### src/rtl/wb_region_decoder.sv
// Table-driven Wishbone classic address decoder and response mux for one master and
// N slaves, with registered responses, a bus watchdog and error capture.
module wb_region_decoder #(
    parameter int unsigned               N_SLAVES           = 4,
    parameter int unsigned               DATA_W             = 32,
    parameter logic [32*N_SLAVES-1:0]    SLV_BASE           = {N_SLAVES{32'h0}},
    parameter logic [8*N_SLAVES-1:0]     SLV_AW             = {N_SLAVES{8'd11}},
    parameter int unsigned               TIMEOUT_CYCLES     = 255,
    parameter bit                        UNMAPPED_ERR       = 1'b1,
    parameter logic [DATA_W-1:0]         DEFAULT_READ_VALUE = DATA_W'(32'hBADFABAC)
) (
    input  logic                         clk_i,
    input  logic                         rst_i,
    input  logic [31:0]                  m_adr_i,
    input  logic [DATA_W-1:0]            m_dat_i,
    input  logic                         m_we_i,
    input  logic                         m_stb_i,
    input  logic                         m_cyc_i,
    input  logic [DATA_W/8-1:0]          m_sel_i,
    output logic [DATA_W-1:0]            m_dat_o,
    output logic                         m_ack_o,
    output logic                         m_err_o,
    output logic [31:0]                  s_adr_o,
    output logic [DATA_W-1:0]            s_dat_o,
    output logic [DATA_W/8-1:0]          s_sel_o,
    output logic                         s_we_o,
    output logic [N_SLAVES-1:0]          s_cyc_o,
    output logic [N_SLAVES-1:0]          s_stb_o,
    input  logic [N_SLAVES*DATA_W-1:0]   s_dat_i,
    input  logic [N_SLAVES-1:0]          s_ack_i,
    input  logic [N_SLAVES-1:0]          s_err_i,
    output logic                         timeout_o,
    output logic [7:0]                   err_cnt_o,
    output logic [31:0]                  last_err_adr_o
);

    localparam int unsigned SEL_W = DATA_W / 8;
    localparam int unsigned CNT_W = (TIMEOUT_CYCLES == 0) ? 1 : $clog2(TIMEOUT_CYCLES + 1);

    typedef enum logic [1:0] {
        ST_IDLE = 2'd0,
        ST_BUSY = 2'd1,
        ST_RESP = 2'd2
    } state_t;

    state_t              r_state;
    state_t              w_state_nxt;
    logic [N_SLAVES-1:0] r_stb,       w_stb_nxt;
    logic                r_ack,       w_ack_nxt;
    logic                r_err,       w_err_nxt;
    logic                r_timeout,   w_timeout_nxt;
    logic [DATA_W-1:0]   r_m_dat,     w_m_dat_nxt;
    logic [CNT_W-1:0]    r_cnt,       w_cnt_nxt;
    logic [7:0]          r_err_cnt,   w_err_cnt_nxt;
    logic [31:0]         r_last_adr,  w_last_adr_nxt;
    logic [31:0]         r_s_adr;
    logic [DATA_W-1:0]   r_s_dat;
    logic [SEL_W-1:0]    r_s_sel;
    logic                r_s_we;
    logic                w_latch;
    logic                w_found;
    logic [N_SLAVES-1:0] w_hit_oh;
    logic                w_sel_ack;
    logic                w_sel_err;
    logic [DATA_W-1:0]   w_sel_dat;
    logic [31:0]         w_err_adr;

    function automatic logic region_hit(input logic [31:0] adr, input logic [31:0] base,
                                        input logic [7:0] aw);
        logic [32:0] w_low;
        w_low = (33'h1 << aw) - 33'h1;
        return ((adr ^ base) & ~w_low[31:0]) == 32'h0;
    endfunction

    // Region decode, lowest index wins on overlap
    always_comb begin
        w_hit_oh = '0;
        w_found  = 1'b0;
        for (int i = 0; i < N_SLAVES; i++) begin
            if (!w_found && region_hit(m_adr_i, SLV_BASE[32*i +: 32], SLV_AW[8*i +: 8])) begin
                w_hit_oh[i] = 1'b1;
                w_found     = 1'b1;
            end
        end
    end

    // Responses are only taken from the slave that owns the current cycle
    always_comb begin
        w_sel_dat = '0;
        for (int i = 0; i < N_SLAVES; i++) begin
            if (r_stb[i]) begin
                w_sel_dat = w_sel_dat | s_dat_i[i*DATA_W +: DATA_W];
            end
        end
        w_sel_ack = |(s_ack_i & r_stb);
        w_sel_err = |(s_err_i & r_stb);
    end

    always_comb begin
        w_state_nxt    = r_state;
        w_stb_nxt      = r_stb;
        w_ack_nxt      = 1'b0;
        w_err_nxt      = 1'b0;
        w_timeout_nxt  = 1'b0;
        w_m_dat_nxt    = r_m_dat;
        w_cnt_nxt      = r_cnt;
        w_err_cnt_nxt  = r_err_cnt;
        w_last_adr_nxt = r_last_adr;
        w_latch        = 1'b0;
        w_err_adr      = r_s_adr;

        case (r_state)
            ST_IDLE: begin
                if (m_cyc_i && m_stb_i) begin
                    w_latch   = 1'b1;
                    w_err_adr = m_adr_i;
                    if (w_found) begin
                        w_stb_nxt   = w_hit_oh;
                        w_cnt_nxt   = '0;
                        w_state_nxt = ST_BUSY;
                    end else begin
                        w_m_dat_nxt = DEFAULT_READ_VALUE;
                        w_state_nxt = ST_RESP;
                        if (UNMAPPED_ERR) begin
                            w_err_nxt = 1'b1;
                        end else begin
                            w_ack_nxt = 1'b1;
                        end
                    end
                end
            end
            ST_BUSY: begin
                if (!m_cyc_i) begin
                    w_stb_nxt   = '0;
                    w_state_nxt = ST_IDLE;
                end else if (w_sel_err) begin
                    w_stb_nxt   = '0;
                    w_err_nxt   = 1'b1;
                    w_m_dat_nxt = DEFAULT_READ_VALUE;
                    w_state_nxt = ST_RESP;
                end else if (w_sel_ack) begin
                    w_stb_nxt   = '0;
                    w_ack_nxt   = 1'b1;
                    w_m_dat_nxt = w_sel_dat;
                    w_state_nxt = ST_RESP;
                end else if (TIMEOUT_CYCLES != 0 && r_cnt == CNT_W'(TIMEOUT_CYCLES)) begin
                    w_stb_nxt     = '0;
                    w_err_nxt     = 1'b1;
                    w_timeout_nxt = 1'b1;
                    w_m_dat_nxt   = DEFAULT_READ_VALUE;
                    w_state_nxt   = ST_RESP;
                end else begin
                    w_cnt_nxt = r_cnt + CNT_W'(1);
                end
            end
            ST_RESP: begin
                w_state_nxt = ST_IDLE;
            end
            default: begin
                w_stb_nxt   = '0;
                w_state_nxt = ST_IDLE;
            end
        endcase

        // Error bookkeeping lands in the same cycle the error response is shown
        if (w_err_nxt) begin
            w_last_adr_nxt = w_err_adr;
            if (r_err_cnt != 8'hFF) begin
                w_err_cnt_nxt = r_err_cnt + 8'd1;
            end
        end
    end

    always_ff @(posedge clk_i) begin
        if (rst_i) begin
            r_state    <= ST_IDLE;
            r_stb      <= '0;
            r_ack      <= 1'b0;
            r_err      <= 1'b0;
            r_timeout  <= 1'b0;
            r_m_dat    <= '0;
            r_cnt      <= '0;
            r_err_cnt  <= '0;
            r_last_adr <= '0;
            r_s_adr    <= '0;
            r_s_dat    <= '0;
            r_s_sel    <= '0;
            r_s_we     <= 1'b0;
        end else begin
            r_state    <= w_state_nxt;
            r_stb      <= w_stb_nxt;
            r_ack      <= w_ack_nxt;
            r_err      <= w_err_nxt;
            r_timeout  <= w_timeout_nxt;
            r_m_dat    <= w_m_dat_nxt;
            r_cnt      <= w_cnt_nxt;
            r_err_cnt  <= w_err_cnt_nxt;
            r_last_adr <= w_last_adr_nxt;
            if (w_latch) begin
                r_s_adr <= m_adr_i;
                r_s_dat <= m_dat_i;
                r_s_sel <= m_sel_i;
                r_s_we  <= m_we_i;
            end
        end
    end

    assign m_dat_o        = r_m_dat;
    assign m_ack_o        = r_ack;
    assign m_err_o        = r_err;
    assign s_adr_o        = r_s_adr;
    assign s_dat_o        = r_s_dat;
    assign s_sel_o        = r_s_sel;
    assign s_we_o         = r_s_we;
    assign s_cyc_o        = r_stb;
    assign s_stb_o        = r_stb;
    assign timeout_o      = r_timeout;
    assign err_cnt_o      = r_err_cnt;
    assign last_err_adr_o = r_last_adr;

endmodule

### config.mk
export PLATFORM = sky130hd
export DESIGN_NAME = wb_region_decoder
export DESIGN_NICKNAME = d
export VERILOG_FILES = /design/src/rtl/wb_region_decoder.sv
export SDC_FILE = /design/constraint.sdc
export NUM_CORES = 1
export LEC_CHECK = 0
export BUFFER_PORTS_ARGS = -buffer_cell sky130_fd_sc_hd__buf_2
export CAP_MARGIN = 20
export CORE_UTILIZATION = 25
export CTS_CLUSTER_SIZE = 8
export DETAILED_ROUTE_END_ITERATION = 8
export SYNTH_ARGS = -nofsm -noshare
export SYNTH_HDL_FRONTEND = slang
export SYNTH_SLANG_ARGS = --single-unit
### constraint.sdc
create_clock -name clk_i -period 3.05 [get_ports clk_i]
set_input_delay 0.61 -clock clk_i [delete_from_list [all_inputs] [get_ports clk_i]]
set_output_delay 0.61 -clock clk_i [all_outputs]
set_load 0.005 [all_outputs]
=== Word-level counts from Yosys, hierarchy flattened ===
Index checks and enable logic that the tools add are counted.

* Bits in registers: 158
* Bits of input ports: 209
* Output and inout bits: 152
* Logic and storage cells: 105

* Add/subtract/negate cells: 2
* Equal/unequal tests: 13
* Multiplexer cells: 51
* Bitwise gates (word level): 8
* Reduce and logical (&&, ||, !) cells: 18

{| class="wikitable"
|+ Operators with widths
! operator !! count
|-
| 2-to-1 mux 32 bit || 12
|-
| OR 32 bit || 3
|-
| one-hot mux 32 bit (2 select lines) || 1
|-
| 2-to-1 mux 8 bit || 6
|-
| logical NOT 32 bit || 1
|-
| 2-to-1 mux 4 bit || 6
|-
| adder 8 x 1 -> 8 bit, second input constant || 2
|-
| 2-to-1 mux 1 bit || 16
|-
| one-hot mux 8 bit (2 select lines) || 1
|-
| inequality test 2 bit, second input constant || 7
|-
| 2-to-1 mux 2 bit || 6
|-
| one-hot mux 4 bit (3 select lines) || 1
|-
| bitwise AND 4 bit || 2
|-
| equality test 8 bit, second input constant || 1
|-
| inequality test 8 bit, second input constant || 1
|-
| OR reduction 4 bit || 2
|-
| AND reduction 7 bit || 1
|-
| OR reduction 7 bit || 1
|-
| inequality test 5 bit, second input constant || 1
|-
| AND reduction 5 bit || 1
|-
| logical AND 1 bit || 4
|-
| inequality test 4 bit, second input constant || 1
|-
| one-hot mux 2 bit (2 select lines) || 1
|-
| AND reduction 2 bit || 2
|-
| 8 further kinds || 12
|}

=== Longest topological paths before layout ===
Gate-level depths: netlist of the first run.

* Word-level depth: 15
* Gate-level depth with buffers: 8
* Gate-level depth less buffers: 6

=== Least setup slack after synthesis of the first run ===
No wires, ideal clock.

* Kind: in2reg
* Start: input m_adr_i[23]
* End: register r_last_adr[0] (netlist: last_err_adr_o[0])
* Library setup time: 0.121 ns
* Arrival: 2.229 ns
* Data required time: 2.929 ns
* Setup slack: 0.700 ns
* Stages: 6
* Path buffers: 1
* Path through: or4_1 > or2_1 > o21ai_4 > nand2_4 > buf_6 > mux2_4

* Longest elaborated chain between the ends: 14

{| class="wikitable"
|+ RTL lines
! what !! RTL line !! text
|-
| from (decl) || 14 || <nowiki>input logic [31:0] m_adr_i,</nowiki>
|-
| logical NOT 32 bit (*) || 72 || <nowiki>return ((adr ^ base) & ~w_low[31:0]) == 32'h0;</nowiki>
|-
| 2-to-1 mux 1 bit || 80 || <nowiki>if (!w_found && region_hit(m_adr_i, SLV_BASE[32*i +: 32], SLV_AW[8*i +: 8])) begin</nowiki>
|-
| logical NOT 1 bit || 80 ||
|-
| logical AND 1 bit || 80 ||
|-
| 2-to-1 mux 1 bit || 80 ||
|-
| logical NOT 1 bit || 80 ||
|-
| logical AND 1 bit || 80 ||
|-
| 2-to-1 mux 1 bit || 80 ||
|-
| logical NOT 1 bit || 80 ||
|-
| logical AND 1 bit || 80 ||
|-
| 2-to-1 mux 1 bit (*) || 80 ||
|-
| 2-to-1 mux 1 bit (*) || 117 || <nowiki>if (w_found) begin</nowiki>
|-
| 2-to-1 mux 1 bit (*) || 114 || <nowiki>if (m_cyc_i && m_stb_i) begin</nowiki>
|-
| one-hot mux 1 bit (2 select lines) (*) || 112 || <nowiki>case (r_state)</nowiki>
|-
| to (signal assigned) || 198 || <nowiki>r_last_adr <= w_last_adr_nxt;</nowiki>
|-
| to (decl) || 55 || <nowiki>logic [31:0] r_last_adr, w_last_adr_nxt;</nowiki>
|}

Every way passes the cells marked *; elsewhere a longest branch is shown, timed or not.
A chain may end at the register's enable or synchronous reset.

=== Worst setup path after layout of the first run ===
* Start: register r_cnt[0]
* End: register r_err_cnt[7] (netlist: err_cnt_o[7])

* Longest elaborated chain between the ends: 7

{| class="wikitable"
|+ RTL lines
! what !! RTL line !! text
|-
| from (decl) || 53 || <nowiki>logic [CNT_W-1:0] r_cnt, w_cnt_nxt;</nowiki>
|-
| from (signal assigned) || 196 || <nowiki>r_cnt <= w_cnt_nxt;</nowiki>
|-
| equality test 8 bit || 146 || <nowiki>end else if (TIMEOUT_CYCLES != 0 && r_cnt == CNT_W'(TIMEOUT_CYCLES)) begin</nowiki>
|-
| 2-to-1 mux 1 bit || 146 ||
|-
| 2-to-1 mux 1 bit || 141 || <nowiki>end else if (w_sel_ack) begin</nowiki>
|-
| 2-to-1 mux 1 bit || 136 || <nowiki>end else if (w_sel_err) begin</nowiki>
|-
| 2-to-1 mux 1 bit || 133 || <nowiki>if (!m_cyc_i) begin</nowiki>
|-
| one-hot mux 1 bit (2 select lines) || 112 ||
|-
| AND reduction 2 bit (no source line) || - ||
|-
| to (signal assigned) || 197 || <nowiki>r_err_cnt <= w_err_cnt_nxt;</nowiki>
|-
| to (decl) || 54 || <nowiki>logic [7:0] r_err_cnt, w_err_cnt_nxt;</nowiki>
|}

No other way between the ends.

==> results of run 1 <==
[worst max path at each step]
stage,start,to,slack [ps],depth (start not counted)
6_report,r_cnt[0]$_SDFFE_PP0P_,err_cnt_o[7]$_SDFFE_PP0P_,740,6
2_1_floorplan,m_adr_i[23],last_err_adr_o[0]$_SDFFE_PP0P_,700,6
4_1_cts,r_cnt[0]$_SDFFE_PP0P_,err_cnt_o[7]$_SDFFE_PP0P_,750,6
3_3_place_gp,m_adr_i[23],last_err_adr_o[28]$_SDFFE_PP0P_,310,7
5_1_grt,r_cnt[0]$_SDFFE_PP0P_,r_cnt[5]$_SDFFE_PP0P_,540,6
3_5_place_dp,m_adr_i[23],last_err_adr_o[0]$_SDFFE_PP0P_,310,7
[flip-flops by register name (all words and copies together), names as in the netlist]
| register | count |
|---|---|
| r_state | 2 |
| s_dat_o | 32 |
| s_we_o | 1 |
| s_sel_o | 4 |
| m_dat_o | 32 |
| s_adr_o | 32 |
| m_err_o | 1 |
| timeout_o | 1 |
| m_ack_o | 1 |
| err_cnt_o | 8 |
| last_err_adr_o | 32 |
| s_cyc_o | 1 |
| r_cnt | 8 |
[power by group]
part	leakage [nW]	internal [mW]	switching [mW]
clock network	0.302	1.32	0.954
registers	1.26	2.10	0.0362
logic	2.40	0.211	0.224
total	3.96	3.64	1.21
[per-layer routing]
layer | vias to the layer above | global-route usage, % | wire length [um]
met1 | 2528 | 15.2 | 7750
met5 | - | 0 | 0
met3 | 12 | 3.97 | 1130
li1 | 2802 | - | -
met2 | 174 | 22.3 | 8360
met4 | 0 | 4.46 | 252
[cells by family (layout without fill, tap and decap cells)]
group,after synthesis,in the layout,synth area share (%)
flip-flops,155,155,48.3
AND/OR/NAND/NOR,283,283,22.1
multiplexers,72,72,13.6
other,1,8,0.0583
adder cells (fa/ha/maj),2,2,0.389
buffers and inverters,59,303,4.42
AO/OA/AOI/OAI,121,121,11.1
[metrics by stage]
step                      util [%]  cell area, um2  hold WS, ps
after CTS                     34.4            8670          397
after detailed placement      31.9            8040          443
after floorplan                  -            6450          447
final                         34.4            8670          422
after global routing          34.4            8670          396
after global placement        31.9            8040          440
[cells in the final DEF, fill, tap and decap left out, types with 2 or more instances in the layout]
cell,instances
nor4_1,3
buf_4,12
inv_1,4
nand2b_1,36
clkbuf_16,17
inv_8,3
and3_1,2
nor2_1,14
diode_2,2
a211oi_1,4
and4_1,4
mux2_4,29
o21ai_0,5
inv_6,6
dfxtp_1,155
mux2_2,9
nor3_1,4
conb_1,6
a21oi_1,80
nand2_1,145
ha_1,2
o21bai_1,21
buf_2,251
buf_12,4
o31ai_1,2
nand4_1,2
or2_2,3
or3b_2,11
or3_1,5
mux2i_1,34
or4_1,4
nand3_1,6
nor2b_1,38
bufinv_16,3
clkinvlp_4,2
[critical path: stages, from the launching register on]
cell       delay (ps)
dfxtp_1           390
ha_1              230
and3_1            230
a32oi_1           110
or2_2             390
a2111oi_0         470
mux2_2            380
[synth_stat cells (2+ instances only)]
master	number
buf_4	10
o31ai_1	2
o21ai_0	5
buf_6	3
ha_1	2
or2_2	3
nand4_1	2
or4_1	4
or3b_2	11
buf_1	5
or3_1	5
mux2_2	9
nand2b_1	36
inv_1	4
and3_1	2
buf_2	2
mux2_4	29
mux2i_1	34
nor2b_1	38
nand3_1	6
a21oi_1	80
nand2_1	145
a211oi_1	4
dfxtp_1	155
nor4_1	3
clkbuf_1	35
nor3_1	4
o21bai_1	21
and4_1	4
nor2_1	14
[final cells by class]
class / instances / area, um2 / share of cell area, %
antenna: 2 / 5.00 / 0.0577
clock buffer: 17 / 425 / 4.91
clock inverter: 15 / 200 / 2.31
inverter: 4 / 15.0 / 0.173
multi-input combinational: 484 / 3080 / 35.6
sequential: 155 / 3100 / 35.8
tap: 330 / 413 / 4.76
timing repair buffer: 267 / 1430 / 16.5
==> impl_metrics.toml, run 1 <==
[clock_network]
clock_sinks = 155
clock_latency_ps = 430
cts_tree = "yes"
cts_setup_buffers = 0
clock_path_buffers = 2
clock_tree.root_cell = "clkbuf_16"
cts_resized = 0
numCtsBuffers = 17
cts_hold_buffers = 0
clkTransAtPathRegs_ps = 60
htree_levels = 4

[worst_setup_path]
worstReg2RegEnd = "err_cnt_o[7]$_SDFFE_PP0P_"
r2r_cells = 6
r2r-start = "r_cnt[0]$_SDFFE_PP0P_"
cp.required_ps = 3360
cp.arrival_ps = 2610
path_class = "reg2reg"
cp_max_fo = 9
critPathCaptureType = "flip-flop"
r2r_slack_ps = 740
start_kind = "flip-flop"

[worst_hold_path]
hp-start = "m_dat_i[3]"
hp-class = "in2reg"
hold_path_depth = 3
min_to = "s_dat_o[3]$_SDFFE_PP0P_"

[sta]
hold_viol = 0
slew_headroom_pct = 46.7
fin_tns_setup_ps = 0
max_freq_mhz = 434
post-route-period-util_pct = 75.6
post-route-min-period_ps = 2310
setup_ws_ps = 745
setup_viol = 0
worstMarginPinSlew_ps = 799
rsz0062_at_grt = "no"
maxSlewViolCount = 0
clock-skew-final_ps = 20.6

[outcome]
outcome = "completed"

[grt]
grt_use_total_pct = 13.0
first_global_vias = 5173
grt_pass1_wl_mm = 26.6
overflow = 0
antenna_found_initial = 2
grt_max_degree = 88

[finish]
stdcell_count = 1274
fillers = 2610
synthToLayoutAreaGrowth_pct = 34.9
drive_above_1_share_pct = 37.8
nNetsFinal = 1140

[synthesis]
yosysWarnings = 0
synthArstFlopShare_pct = 0
yosysTopAreaCell = "dfxtp_1"
synth_area_per_cell_um2 = 9.27
synth-seq-area-share_pct = 48.3
ys_ff_latch = 155
synth_edf_count = 0
synth_top_area_share_pct = 48.3
synth_area_leaders = "dfxtp_1 48%, nand2_1 8.5%, mux2_4 6.8%"
ys.flop_type = "dfxtp_1"
netlist_instances = 693
netlist_area_mm2 = 0.00643
ys_types = 46

[die]
rows = 58
initial_core_util_pct = 25.5
fp.dieW_um = 162
io_pins = 361
coreArea_mm2 = 0.0252
dieArea_mm2 = 0.0264
die_h_um = 162

[routing]
ant_nets = 0
routed_via_density = 4.33
drcViolationCount = 0
wl_per_cell_um = 13.7
drt-initial-drc-count = 297
routed_wl_mm = 17.5
firstDrtPassIters = 5
via_count = 5516

[power]
pwr_density_cell_mw_per_mm2 = 559
irDropWorstVdd_v = 0.000298
total_power_mw = 4.85
p_leak_nw = 3.96

[placed_design]
numPortBuffers = 252
post-place-ws_ps = 308
place.gp.congestion = 0.777
hpwlAfterDp_mm = 11.8
dp_cells = 1240

[flow_run]
cap_violations = 0
Power figures use the tool's default switching activity.
==> run 2, diff against run 1 <==
==> constraint.sdc (replaced) <==
create_clock -name clk_i -period 1.9 [get_ports clk_i]
set_input_delay 0.38 -clock clk_i [delete_from_list [all_inputs] [get_ports clk_i]]
set_output_delay 0.38 -clock clk_i [all_outputs]
set_load 0.005 [all_outputs]
==> impl_metrics.toml, run 2 (same netlist as run 1, synthesis figures left out) <==
[clock_network]
clock_latency_ps = 420
clock_tree.root_cell = "clkbuf_16"
numCtsBuffers = 17
cts_tree = "yes"
clkTransAtPathRegs_ps = 70
clock_path_buffers = 2
htree_levels = 4
clock_sinks = 155

[sta]
post-route-period-util_pct = 102
max_freq_mhz = 514
setup_ws_ps = -46.1
maxSlewViolCount = 0
clock-skew-final_ps = 10.4
hold_viol = 0
setup_viol = 26
rsz0062_at_grt = "yes"
post-route-min-period_ps = 1950
fin_tns_setup_ps = -466
holdWs_ps = 188

[placed_design]
numPortBuffers = 252
place.gp.congestion = 0.739
hpwlAfterDp_mm = 12.9
placed_area_mm2 = 0.00847
post-place-ws_ps = -495

[routing]
ant_nets = 0
drcViolationCount = 0
via_count = 5765
firstDrtPassIters = 4
wl_per_cell_um = 13.7
routed_via_density = 4.34
drt-initial-drc-count = 247
routed_wl_mm = 18.2

[worst_setup_path]
path_class = "reg2reg"
critPathCaptureType = "flip-flop"
cp-startpoint = "r_cnt[0]$_SDFFE_PP0P_"
cp_max_fo = 12
crit_buf_inv = 1
cp.arrival_ps = 2260
r2r_cells = 7
crit_chain = "ha_2, and3_4, a32oi_4, or2_4, nand2_4, buf_12, mux2_2"
critPathSlowestCell = "mux2_2"
worstReg2RegEnd = "last_err_adr_o[19]$_SDFFE_PP0P_"
max_stage_delay_ps = 340
cp.required_ps = 2210
r2r_slack_ps = -50
start_kind = "flip-flop"
crit_family = "simple AND/OR/NAND/NOR gates"
path_depth = 7
r2r-start = "r_cnt[0]$_SDFFE_PP0P_"
critPathCapture = "last_err_adr_o[19]$_SDFFE_PP0P_"

[die]
initial_core_util_pct = 25.5
die_h_um = 162
dieArea_mm2 = 0.0264
coreArea_mm2 = 0.0252
rows = 58
fp.dieW_um = 162
io_pins = 361

[finish]
synthToLayoutAreaGrowth_pct = 43.7
drive_above_1_share_pct = 43.3
fillers = 2574
antenna_cells = 0
final_common_cell = "buf_2"
final_cell_mix = "251 x buf_2, 152 x dfxtp_1, 145 x nand2_1, 78 x a21oi_1, 62 x buf_4"
stdcell_area_mm2 = 0.00924
nNetsFinal = 1196

[power]
irDropWorstVdd_v = 0.000491
p_leak_nw = 4.25
pwr_density_cell_mw_per_mm2 = 836

[grt]
overflow = 0
grt_pass1_wl_mm = 28.1
grt_use_total_pct = 13.5
first_global_vias = 5641
grt_max_degree = 38
antenna_found_initial = 0

[flow_run]
cap_violations = 0

[outcome]
violations = "negative setup slack"
outcome = "complete, but fails checks"

[worst_hold_path]
hp-class = "in2reg"
[run 2: final cells by class]
| cell class | instances | area (um2) | share of cell area [%] |
|---|---|---|---|
| tap | 330 | 413 | 4.47 |
| timing repair buffer | 322 | 1890 | 20.5 |
| clock buffer | 19 | 453 | 4.90 |
| clock inverter | 13 | 154 | 1.67 |
| inverter | 4 | 15.0 | 0.163 |
| sequential | 155 | 3110 | 33.6 |
| multi-input combinational | 485 | 3200 | 34.7 |
[run 2: report_power, final]
group	switching, mW	total, mW	leakage (nW)	internal, mW
clock network	1.48	3.53	0.291	2.04
registers	0.0572	3.43	1.26	3.37
logic	0.377	0.761	2.69	0.384
[run 2: per-layer routing]
| layer | global-route usage (%) | vias to the layer above | wire [um] |
|---|---|---|---|
| li1 | - | 2905 | - |
| met1 | 15.9 | 2671 | 8020 |
| met2 | 23.3 | 180 | 8800 |
| met3 | 4.53 | 9 | 1260 |
| met4 | 3.30 | 0 | 137 |
| met5 | 0 | - | 0 |
[run 2: timing repair]
item / in CTS / in global routing
endpoints found under the setup margin: 66 / 108
pin swaps: 0 / 2
gates cloned: 0 / 3
hold buffers: 0 / 0
setup buffers: 0 / 1
gates resized for setup: 6 / 17
[run 2: through the flow]
step | total power, mW | instances | utilization (%)
6_report | 7.72 | 1328 | 36.7
5_1_grt | 8.09 | 1328 | 36.7
4_1_cts | 7.84 | 1324 | 36.1
3_5_place_dp | 4.25 | 1292 | 33.6
3_3_place_gp | 4.24 | 1292 | 33.6
2_1_floorplan | 3.89 | 698 | -
[run 2: how the worst min path moves through the flow]
| stage | startpoint | endpoint | slack (ps) | cells past startpoint |
|---|---|---|---|---|
| 2_1_floorplan | r_cnt[7]$_SDFFE_PP0P_ | r_cnt[7]$_SDFFE_PP0P_ | 450 | 2 |
| 3_3_place_gp | s_dat_o[21]$_SDFFE_PP0P_ | s_dat_o[21]$_SDFFE_PP0P_ | 440 | 2 |
| 3_5_place_dp | s_dat_o[21]$_SDFFE_PP0P_ | s_dat_o[21]$_SDFFE_PP0P_ | 450 | 2 |
| 4_1_cts | m_dat_i[23] | s_dat_o[23]$_SDFFE_PP0P_ | 170 | 3 |
| 5_1_grt | m_dat_i[18] | s_dat_o[18]$_SDFFE_PP0P_ | 160 | 3 |
| 6_report | m_dat_i[16] | s_dat_o[16]$_SDFFE_PP0P_ | 190 | 3 |
[run 2: worst min-delay path: stages]
cell and delay, ps:
buf_2 90, nand2_1 40, a21oi_1 50
